File: config.mk
export PLATFORM = sky130hd
export DESIGN_NAME = vga_fetch_arbiter
export DESIGN_NICKNAME = d
export VERILOG_FILES = /design/src/rtl/vga_fetch_pkg.sv /design/src/rtl/vga_fetch_arbiter_fetch_counter.sv /design/src/rtl/vga_fetch_arbiter.sv
export SDC_FILE = /design/constraint.sdc
export NUM_CORES = 1
export LEC_CHECK = 0
export BUFFER_PORTS_ARGS = -buffer_cell sky130_fd_sc_hd__buf_4
export CORE_ASPECT_RATIO = 1.2
export CORE_MARGIN = 2
export CORE_UTILIZATION = 53
export DETAILED_ROUTE_END_ITERATION = 10
export PLACE_DENSITY = 0.8
export SYNTH_ARGS = -nofsm -noshare
export SYNTH_HDL_FRONTEND = slang
export SYNTH_SLANG_ARGS = --single-unit
export TNS_END_PERCENT = 1
File: constraint.sdc
create_clock -name CLK -period 2.7 [get_ports CLK]
set_input_delay 0.135 -clock CLK [delete_from_list [all_inputs] [get_ports CLK]]
set_output_delay 0.135 -clock CLK [all_outputs]
set_load 0.01 [all_outputs]
File: src/rtl/vga_fetch_pkg.sv
// Shared types and default sizing for the VGA line-fetch / draw-write arbiter.
package vga_fetch_pkg;

  localparam int unsigned LINE_WORDS_DEF = 640;
  localparam int unsigned ADDR_W_DEF     = 25;
  localparam int unsigned DATA_W_DEF     = 16;

  typedef enum logic [1:0] {
    IDLE     = 2'd0,
    WR       = 2'd1,
    RD_ISSUE = 2'd2,
    RD_DRAIN = 2'd3
  } fetch_state_t;

  function automatic logic is_read_state(input fetch_state_t s);
    return (s == RD_ISSUE) || (s == RD_DRAIN);
  endfunction

endpackage

File: src/rtl/vga_fetch_arbiter_fetch_counter.sv
// Enable/clear counter that saturates at TERMINAL; used for line issue and return counts.
module fetch_counter #(
  parameter int unsigned TERMINAL = 640,
  parameter int unsigned WIDTH    = $clog2(TERMINAL + 1)
) (
  input  logic             clk,
  input  logic             rst_n,
  input  logic             i_clr,
  input  logic             i_en,
  output logic [WIDTH-1:0] o_count
);

  logic [WIDTH-1:0] r_count;
  logic             w_at_term;

  assign w_at_term = (r_count == WIDTH'(TERMINAL));

  // NOTE: clocked state uses non-blocking (<=) so every flop samples pre-edge values regardless of block order.
  always_ff @(posedge clk or negedge rst_n) begin
    if (!rst_n) begin
      r_count <= '0;
    end else if (i_clr) begin
      r_count <= '0;
    end else if (i_en && !w_at_term) begin
      r_count <= r_count + WIDTH'(1);
    end
  end

  assign o_count = r_count;

endmodule

File: src/rtl/vga_fetch_arbiter.sv
// Arbitrates one SDRAM port between display line prefetch (strict priority) and a single-word draw writer.
module vga_fetch_arbiter
  import vga_fetch_pkg::*;
#(
  parameter int unsigned LINE_WORDS = LINE_WORDS_DEF,
  parameter int unsigned ADDR_W     = ADDR_W_DEF,
  parameter int unsigned DATA_W     = DATA_W_DEF
) (
  input  logic              CLK,
  input  logic              RESET_N,
  input  logic              LINE_REQ,
  input  logic [ADDR_W-1:0] LINE_ADDR,
  output logic              LINE_BUSY,
  output logic              LINE_OVERRUN,
  output logic [DATA_W-1:0] PIX_DATA,
  output logic              PIX_VALID,
  input  logic              WR_REQ,
  input  logic [ADDR_W-1:0] WR_ADDR,
  input  logic [DATA_W-1:0] WR_DATA,
  output logic              WR_ACK,
  output logic [ADDR_W-1:0] MEM_ADDR,
  output logic [DATA_W-1:0] MEM_WDATA,
  output logic              MEM_RD,
  output logic              MEM_WR,
  input  logic              MEM_WAIT,
  input  logic [DATA_W-1:0] MEM_RDATA,
  input  logic              MEM_RDVALID
);

  localparam int unsigned      CNT_W    = $clog2(LINE_WORDS + 1);
  localparam logic [CNT_W-1:0] LAST_IDX = CNT_W'(LINE_WORDS - 1);
  localparam logic [CNT_W-1:0] FULL_CNT = CNT_W'(LINE_WORDS);

  fetch_state_t      r_state;
  fetch_state_t      w_state_nxt;
  logic              r_line_pending;
  logic [ADDR_W-1:0] r_base;
  logic              r_overrun;
  logic              r_mem_rd;
  logic              r_mem_wr;
  logic [ADDR_W-1:0] r_mem_addr;
  logic [DATA_W-1:0] r_mem_wdata;
  logic              r_wr_ack;
  logic              r_pix_valid;
  logic [DATA_W-1:0] r_pix_data;

  logic [CNT_W-1:0]  w_issue_cnt;
  logic [CNT_W-1:0]  w_return_cnt;
  logic              w_in_rd;
  logic              w_line_busy;
  logic              w_line_take;
  logic              w_return_en;
  logic              w_wr_req;
  logic              w_cnt_clr;
  logic              w_issue_en;
  logic              w_pending_clr;
  logic              w_ack_nxt;
  logic [ADDR_W-1:0] w_addr_nxt;
  logic [DATA_W-1:0] w_wdata_nxt;

  assign w_in_rd     = is_read_state(r_state);
  assign w_line_busy = r_line_pending | w_in_rd;
  assign w_line_take = LINE_REQ & ~w_line_busy;
  assign w_return_en = MEM_RDVALID & w_in_rd;
  // The writer still holds WR_REQ during its ack cycle; that request is already served.
  assign w_wr_req    = WR_REQ & ~r_wr_ack;

  fetch_counter #(
    .TERMINAL (LINE_WORDS),
    .WIDTH    (CNT_W)
  ) u_issue_cnt (
    .clk     (CLK),
    .rst_n   (RESET_N),
    .i_clr   (w_cnt_clr),
    .i_en    (w_issue_en),
    .o_count (w_issue_cnt)
  );

  fetch_counter #(
    .TERMINAL (LINE_WORDS),
    .WIDTH    (CNT_W)
  ) u_return_cnt (
    .clk     (CLK),
    .rst_n   (RESET_N),
    .i_clr   (w_cnt_clr),
    .i_en    (w_return_en),
    .o_count (w_return_cnt)
  );

  always_ff @(posedge CLK or negedge RESET_N) begin
    if (!RESET_N) begin
      r_state <= IDLE;
    end else begin
      r_state <= w_state_nxt;
    end
  end

  // NOTE: every always_comb output gets a default first, so no path can leave a value held (no inferred latch).
  always_comb begin
    w_state_nxt   = r_state;
    w_addr_nxt    = r_mem_addr;
    w_wdata_nxt   = r_mem_wdata;
    w_ack_nxt     = 1'b0;
    w_cnt_clr     = 1'b0;
    w_issue_en    = 1'b0;
    w_pending_clr = 1'b0;

    unique case (r_state)
      IDLE: begin
        if (r_line_pending) begin
          w_state_nxt   = RD_ISSUE;
          w_pending_clr = 1'b1;
          w_cnt_clr     = 1'b1;
          w_addr_nxt    = r_base;
        end else if (w_wr_req) begin
          w_state_nxt = WR;
          w_addr_nxt  = WR_ADDR;
          w_wdata_nxt = WR_DATA;
        end
      end
      WR: begin
        if (!MEM_WAIT) begin
          w_state_nxt = IDLE;
          w_ack_nxt   = 1'b1;
        end
      end
      RD_ISSUE: begin
        if (!MEM_WAIT) begin
          w_issue_en = 1'b1;
          if (w_issue_cnt == LAST_IDX) begin
            w_state_nxt = RD_DRAIN;
          end else begin
            w_addr_nxt = r_base + ADDR_W'(w_issue_cnt + CNT_W'(1));
          end
        end
      end
      RD_DRAIN: begin
        if (w_return_cnt == FULL_CNT) begin
          w_state_nxt = IDLE;
        end
      end
      default: w_state_nxt = IDLE;
    endcase
  end

  always_ff @(posedge CLK or negedge RESET_N) begin
    if (!RESET_N) begin
      r_line_pending <= 1'b0;
      r_base         <= '0;
      r_overrun      <= 1'b0;
      r_mem_rd       <= 1'b0;
      r_mem_wr       <= 1'b0;
      r_mem_addr     <= '0;
      r_mem_wdata    <= '0;
      r_wr_ack       <= 1'b0;
      r_pix_valid    <= 1'b0;
      r_pix_data     <= '0;
    end else begin
      r_mem_rd    <= (w_state_nxt == RD_ISSUE);
      r_mem_wr    <= (w_state_nxt == WR);
      r_mem_addr  <= w_addr_nxt;
      r_mem_wdata <= w_wdata_nxt;
      r_wr_ack    <= w_ack_nxt;
      r_pix_valid <= w_return_en;
      if (w_return_en) begin
        r_pix_data <= MEM_RDATA;
      end
      if (w_line_take) begin
        r_line_pending <= 1'b1;
        r_base         <= LINE_ADDR;
      end else if (w_pending_clr) begin
        r_line_pending <= 1'b0;
      end
      if (LINE_REQ && w_line_busy) begin
        r_overrun <= 1'b1;
      end
    end
  end

  assign LINE_BUSY    = w_line_busy;
  assign LINE_OVERRUN = r_overrun;
  assign PIX_DATA     = r_pix_data;
  assign PIX_VALID    = r_pix_valid;
  assign WR_ACK       = r_wr_ack;
  assign MEM_ADDR     = r_mem_addr;
  assign MEM_WDATA    = r_mem_wdata;
  assign MEM_RD       = r_mem_rd;
  assign MEM_WR       = r_mem_wr;

endmodule

==> results.py <==
metrics = {
    "global_routing": {
        "gr-total-overflow": 0,
        "antenna_found_initial": 0,
        "grt_pass1_wl_um": 22300,
        "gr-usage-all-layers": 0.243,
        "grt_max_degree": 111,
        "grt_pass1_vias": 4743,
    },
    "floorplanning": {
        "core_region_area_um2": 10400,
        "fp.dieH_um": 117,
        "die_w_um": 98.1,
        "pin_count": 151,
        "dieArea_um2": 11500,
        "rows": 41,
        "start_util": 0.541,
    },
    "clocking": {
        "cts.reportedPaths.clkPinSlew_ns": 0.08,
        "clock_path_buffers": 2,
        "cts_root_buf": "clkbuf_16",
        "cts_buffers": 9,
        "clk_latency_ns": 0.35,
        "cts_tree": "yes",
        "clock_sinks": 110,
        "h-tree-depth": 3,
    },
    "routing": {
        "vias": 4509,
        "drtIter0Drc": 178,
        "ant_nets": 0,
        "routed_wl_um": 13500,
        "viasPerCell": 5.52,
        "dr.pass1.iters": 4,
        "wl_per_cell_um": 16.6,
        "drc_errors": 0,
    },
    "worst_setup_path": {
        "crit_type": "reg -> reg",
        "crit_arrival_ns": 2.73,
        "crit_path_end_kind": "flop",
        "max_stage_delay_ns": 0.42,
        "crit_path_start_kind": "flop",
        "cpMostUsedCell": "inv_1",
        "cpMaxStageDelayCell": "dfrtp_1",
        "path_cells": "inv_1 > ha_1 > inv_1 > fa_1 > a21oi_1 > o211ai_1 > a221oi_4 > buf_12 > and3b_1 > xnor2_1 > o21ai_1",
        "crit_required_ns": 2.92,
        "cp_max_fo": 9,
    },
    "place": {
        "dpl-instance-area_um2": 6870,
        "port-buffer-count": 150,
        "hpwl_um": 9700,
        "place.gp.congestion": 0.905,
        "dp_slack_ns": 0.108,
    },
    "timing": {
        "setup_violations": 0,
        "min_period_ns": 2.52,
        "fin_ws_ns": 0.182,
        "setup_tns_ns": 0,
        "worst-slew-pin-transition_ns": 0.566,
        "finClkSkew_ns": 0.00684,
        "max_slew_margin": 0.623,
        "finalCritPeriodShare": 0.933,
        "slew_violations": 0,
        "fin_hold_ws_ns": 0.00269,
        "fmax_ghz": 0.397,
        "rsz0062_at_grt": "no",
        "hold_viol": 0,
    },
    "logic_synthesis": {
        "synth_compound_area_frac": 0.114,
        "synth_edf_count": 0,
        "seq_area_frac_synth": 0.489,
        "synth_top_family_by_area": "multiplexers",
        "synth.distinct_cells": 60,
        "syn_area_per_cell_um2": 11.0,
        "ys.warnings.count": 0,
        "synthMuxAreaShare": 0.155,
        "syn_inst": 511,
        "synth-seq-cells": 110,
        "synthAdderAreaFrac": 0.0347,
        "async_flop_share": 1.00,
        "synth_area_um2": 5630,
        "synthXorXnorAreaFrac": 0.0545,
        "synth_simple_gate_area_frac": 0.120,
        "ys.flop_type": "dfrtp_1",
        "syn-num-nets": 614,
    },
    "cells_and_area": {
        "multi_input_area_um2": 2700,
        "nets": 786,
        "drive_above_1_share": 0.304,
        "area_growth_pct": 31.9,
        "n_fill_cell": 740,
        "diodes": 0,
        "final_area_um2": 7420,
        "regArea_um2": 2750,
    },
    "power": {
        "ir_worst_vdd_mv": 0.537,
        "power_leakage_nw": 3.49,
        "powerDensity_nw_per_um2": 922,
    },
    "min_path": {
        "hold_class": "in -> reg",
    },
    "status": {
        "outcome": "complete, no violations",
    },
    "run": {
        "drv_cap": 0,
    },
}
## sequential cells by signal (all words and copies together) (netlist names)
register and count:
LINE_OVERRUN 1, u_issue_cnt.o_count 10, MEM_ADDR 25, r_state 2
PIX_DATA 16, MEM_RD 1, PIX_VALID 1, WR_ACK 1
MEM_WR 1, MEM_WDATA 16, r_base 25, u_return_cnt.o_count 10
r_line_pending 1
## synthesized netlist by cell type (all sizes together) (2+ instances only)
cell	instances	area share
a211oi	2	0.0044
a21o	3	0.0040
a21oi	32	0.028
a221o	2	0.0036
a221oi	2	0.0062
a22oi	2	0.0027
a311oi	2	0.0031
a31oi	2	0.0022
a41o	2	0.0036
and3	7	0.0078
and4	3	0.0056
buf	17	0.019
clkbuf	6	0.0040
dfrtp	110	0.49
ha	14	0.031
inv	14	0.0093
mux2	58	0.12
mux2i	22	0.039
nand2	35	0.023
nand2b	2	0.0022
nand3	9	0.0080
nand4	7	0.0078
nor2	39	0.026
nor2b	6	0.0067
nor3	16	0.014
nor3b	3	0.0049
nor4	2	0.0033
o2111ai	2	0.0031
o211ai	2	0.0027
o21ai	33	0.029
o221ai	2	0.0031
xnor2	13	0.020
xor2	22	0.034
## cells by family (layout without fill, tap and decap cells)
| family | count (synthesis) | after routing |
|---|---|---|
| flops | 110 | 110 |
| compound gates | 98 | 98 |
| buf+inv | 37 | 214 |
| simple gates | 136 | 136 |
| mux | 80 | 80 |
| xor+xnor | 35 | 35 |
| fa+ha+maj | 15 | 15 |
## worst paths after layout
path                       depth (start not counted)  slack [ns]                endpoint              startpoint
min                                                2       0.003            MEM_WDATA[7]              WR_DATA[7]
max                                               11        0.18            MEM_ADDR[24]  u_issue_cnt.o_count[0]
min reg2reg                                        1        0.47            LINE_OVERRUN            LINE_OVERRUN
min in group asynchronous                          3        0.41            MEM_ADDR[17]                 RESET_N
max reg2reg                                       11        0.18            MEM_ADDR[24]  u_issue_cnt.o_count[0]
max in group asynchronous                          3        1.87  u_issue_cnt.o_count[1]                 RESET_N
## final cells by class
cell class,instances,share of cell area
Sequential cell,110,0.371
Multi-Input combinational cell,364,0.364
Clock inverter,7,0.00775
Clock buffer,9,0.0303
Inverter,14,0.00708
Tap cell,129,0.0217
Timing Repair Buffer,184,0.198
## critical path: cells and delay by family, from the launching register on
| family | cells | cell delay, ns |
|---|---|---|
| adder cells (fa/ha/maj) | 2 | 0.56 |
| AO/OA/AOI/OAI | 4 | 0.78 |
| buffers and inverters | 3 | 0.31 |
| flip-flops | 1 | 0.42 |
| AND/OR/NAND/NOR | 1 | 0.18 |
| XOR/XNOR | 1 | 0.13 |
## through the flow
stage          instances  power [W]   util
6_report             817    0.00685  0.713
5_1_grt              817    0.00732  0.713
4_1_cts              816    0.00686  0.711
3_5_place_dp         775    0.00556  0.660
3_3_place_gp         775    0.00544  0.660
2_1_floorplan        511    0.00448      -
## power by group
| part | internal [W] | total [W] | leakage, nW | switching [W] |
|---|---|---|---|---|
| clock | 0.000636 | 0.00126 | 0.129 | 0.000623 |
| combinational | 0.00138 | 0.00279 | 2.02 | 0.00141 |
| sequential | 0.00222 | 0.00279 | 1.35 | 0.000569 |
| total | 0.00424 | 0.00685 | 3.49 | 0.00261 |
## timing repair
| item | in CTS | in global routing |
|---|---|---|
| endpoints found under the hold margin | 134 | 0 |
| hold buffers | 25 | 0 |
| gates resized for setup | 0 | 0 |
| endpoints found under the setup margin | 0 | 4 |
| buffers inserted | 0 | 1 |
## per-layer routing
metal | wire (µm) | share of wire | track usage
met1 | 5430 | 0.40 | 0.288
met2 | 6950 | 0.51 | 0.434
met3 | 864 | 0.064 | 0.0564
met4 | 306 | 0.023 | 0.0963
met5 | 0 | 0 | 0
## layout by cell type (no fill, tap or decap), types with 21 or more instances in the layout
cell type / count
buf_4: 157
dfrtp_1: 110
nor2_1: 39
mux2_1: 39
nand2_1: 35
a21oi_1: 32
dlygate4sd3_1: 25
xor2_1: 22
mux2i_1: 22
o21ai_1: 21
Power figures use the tool's default switching activity.
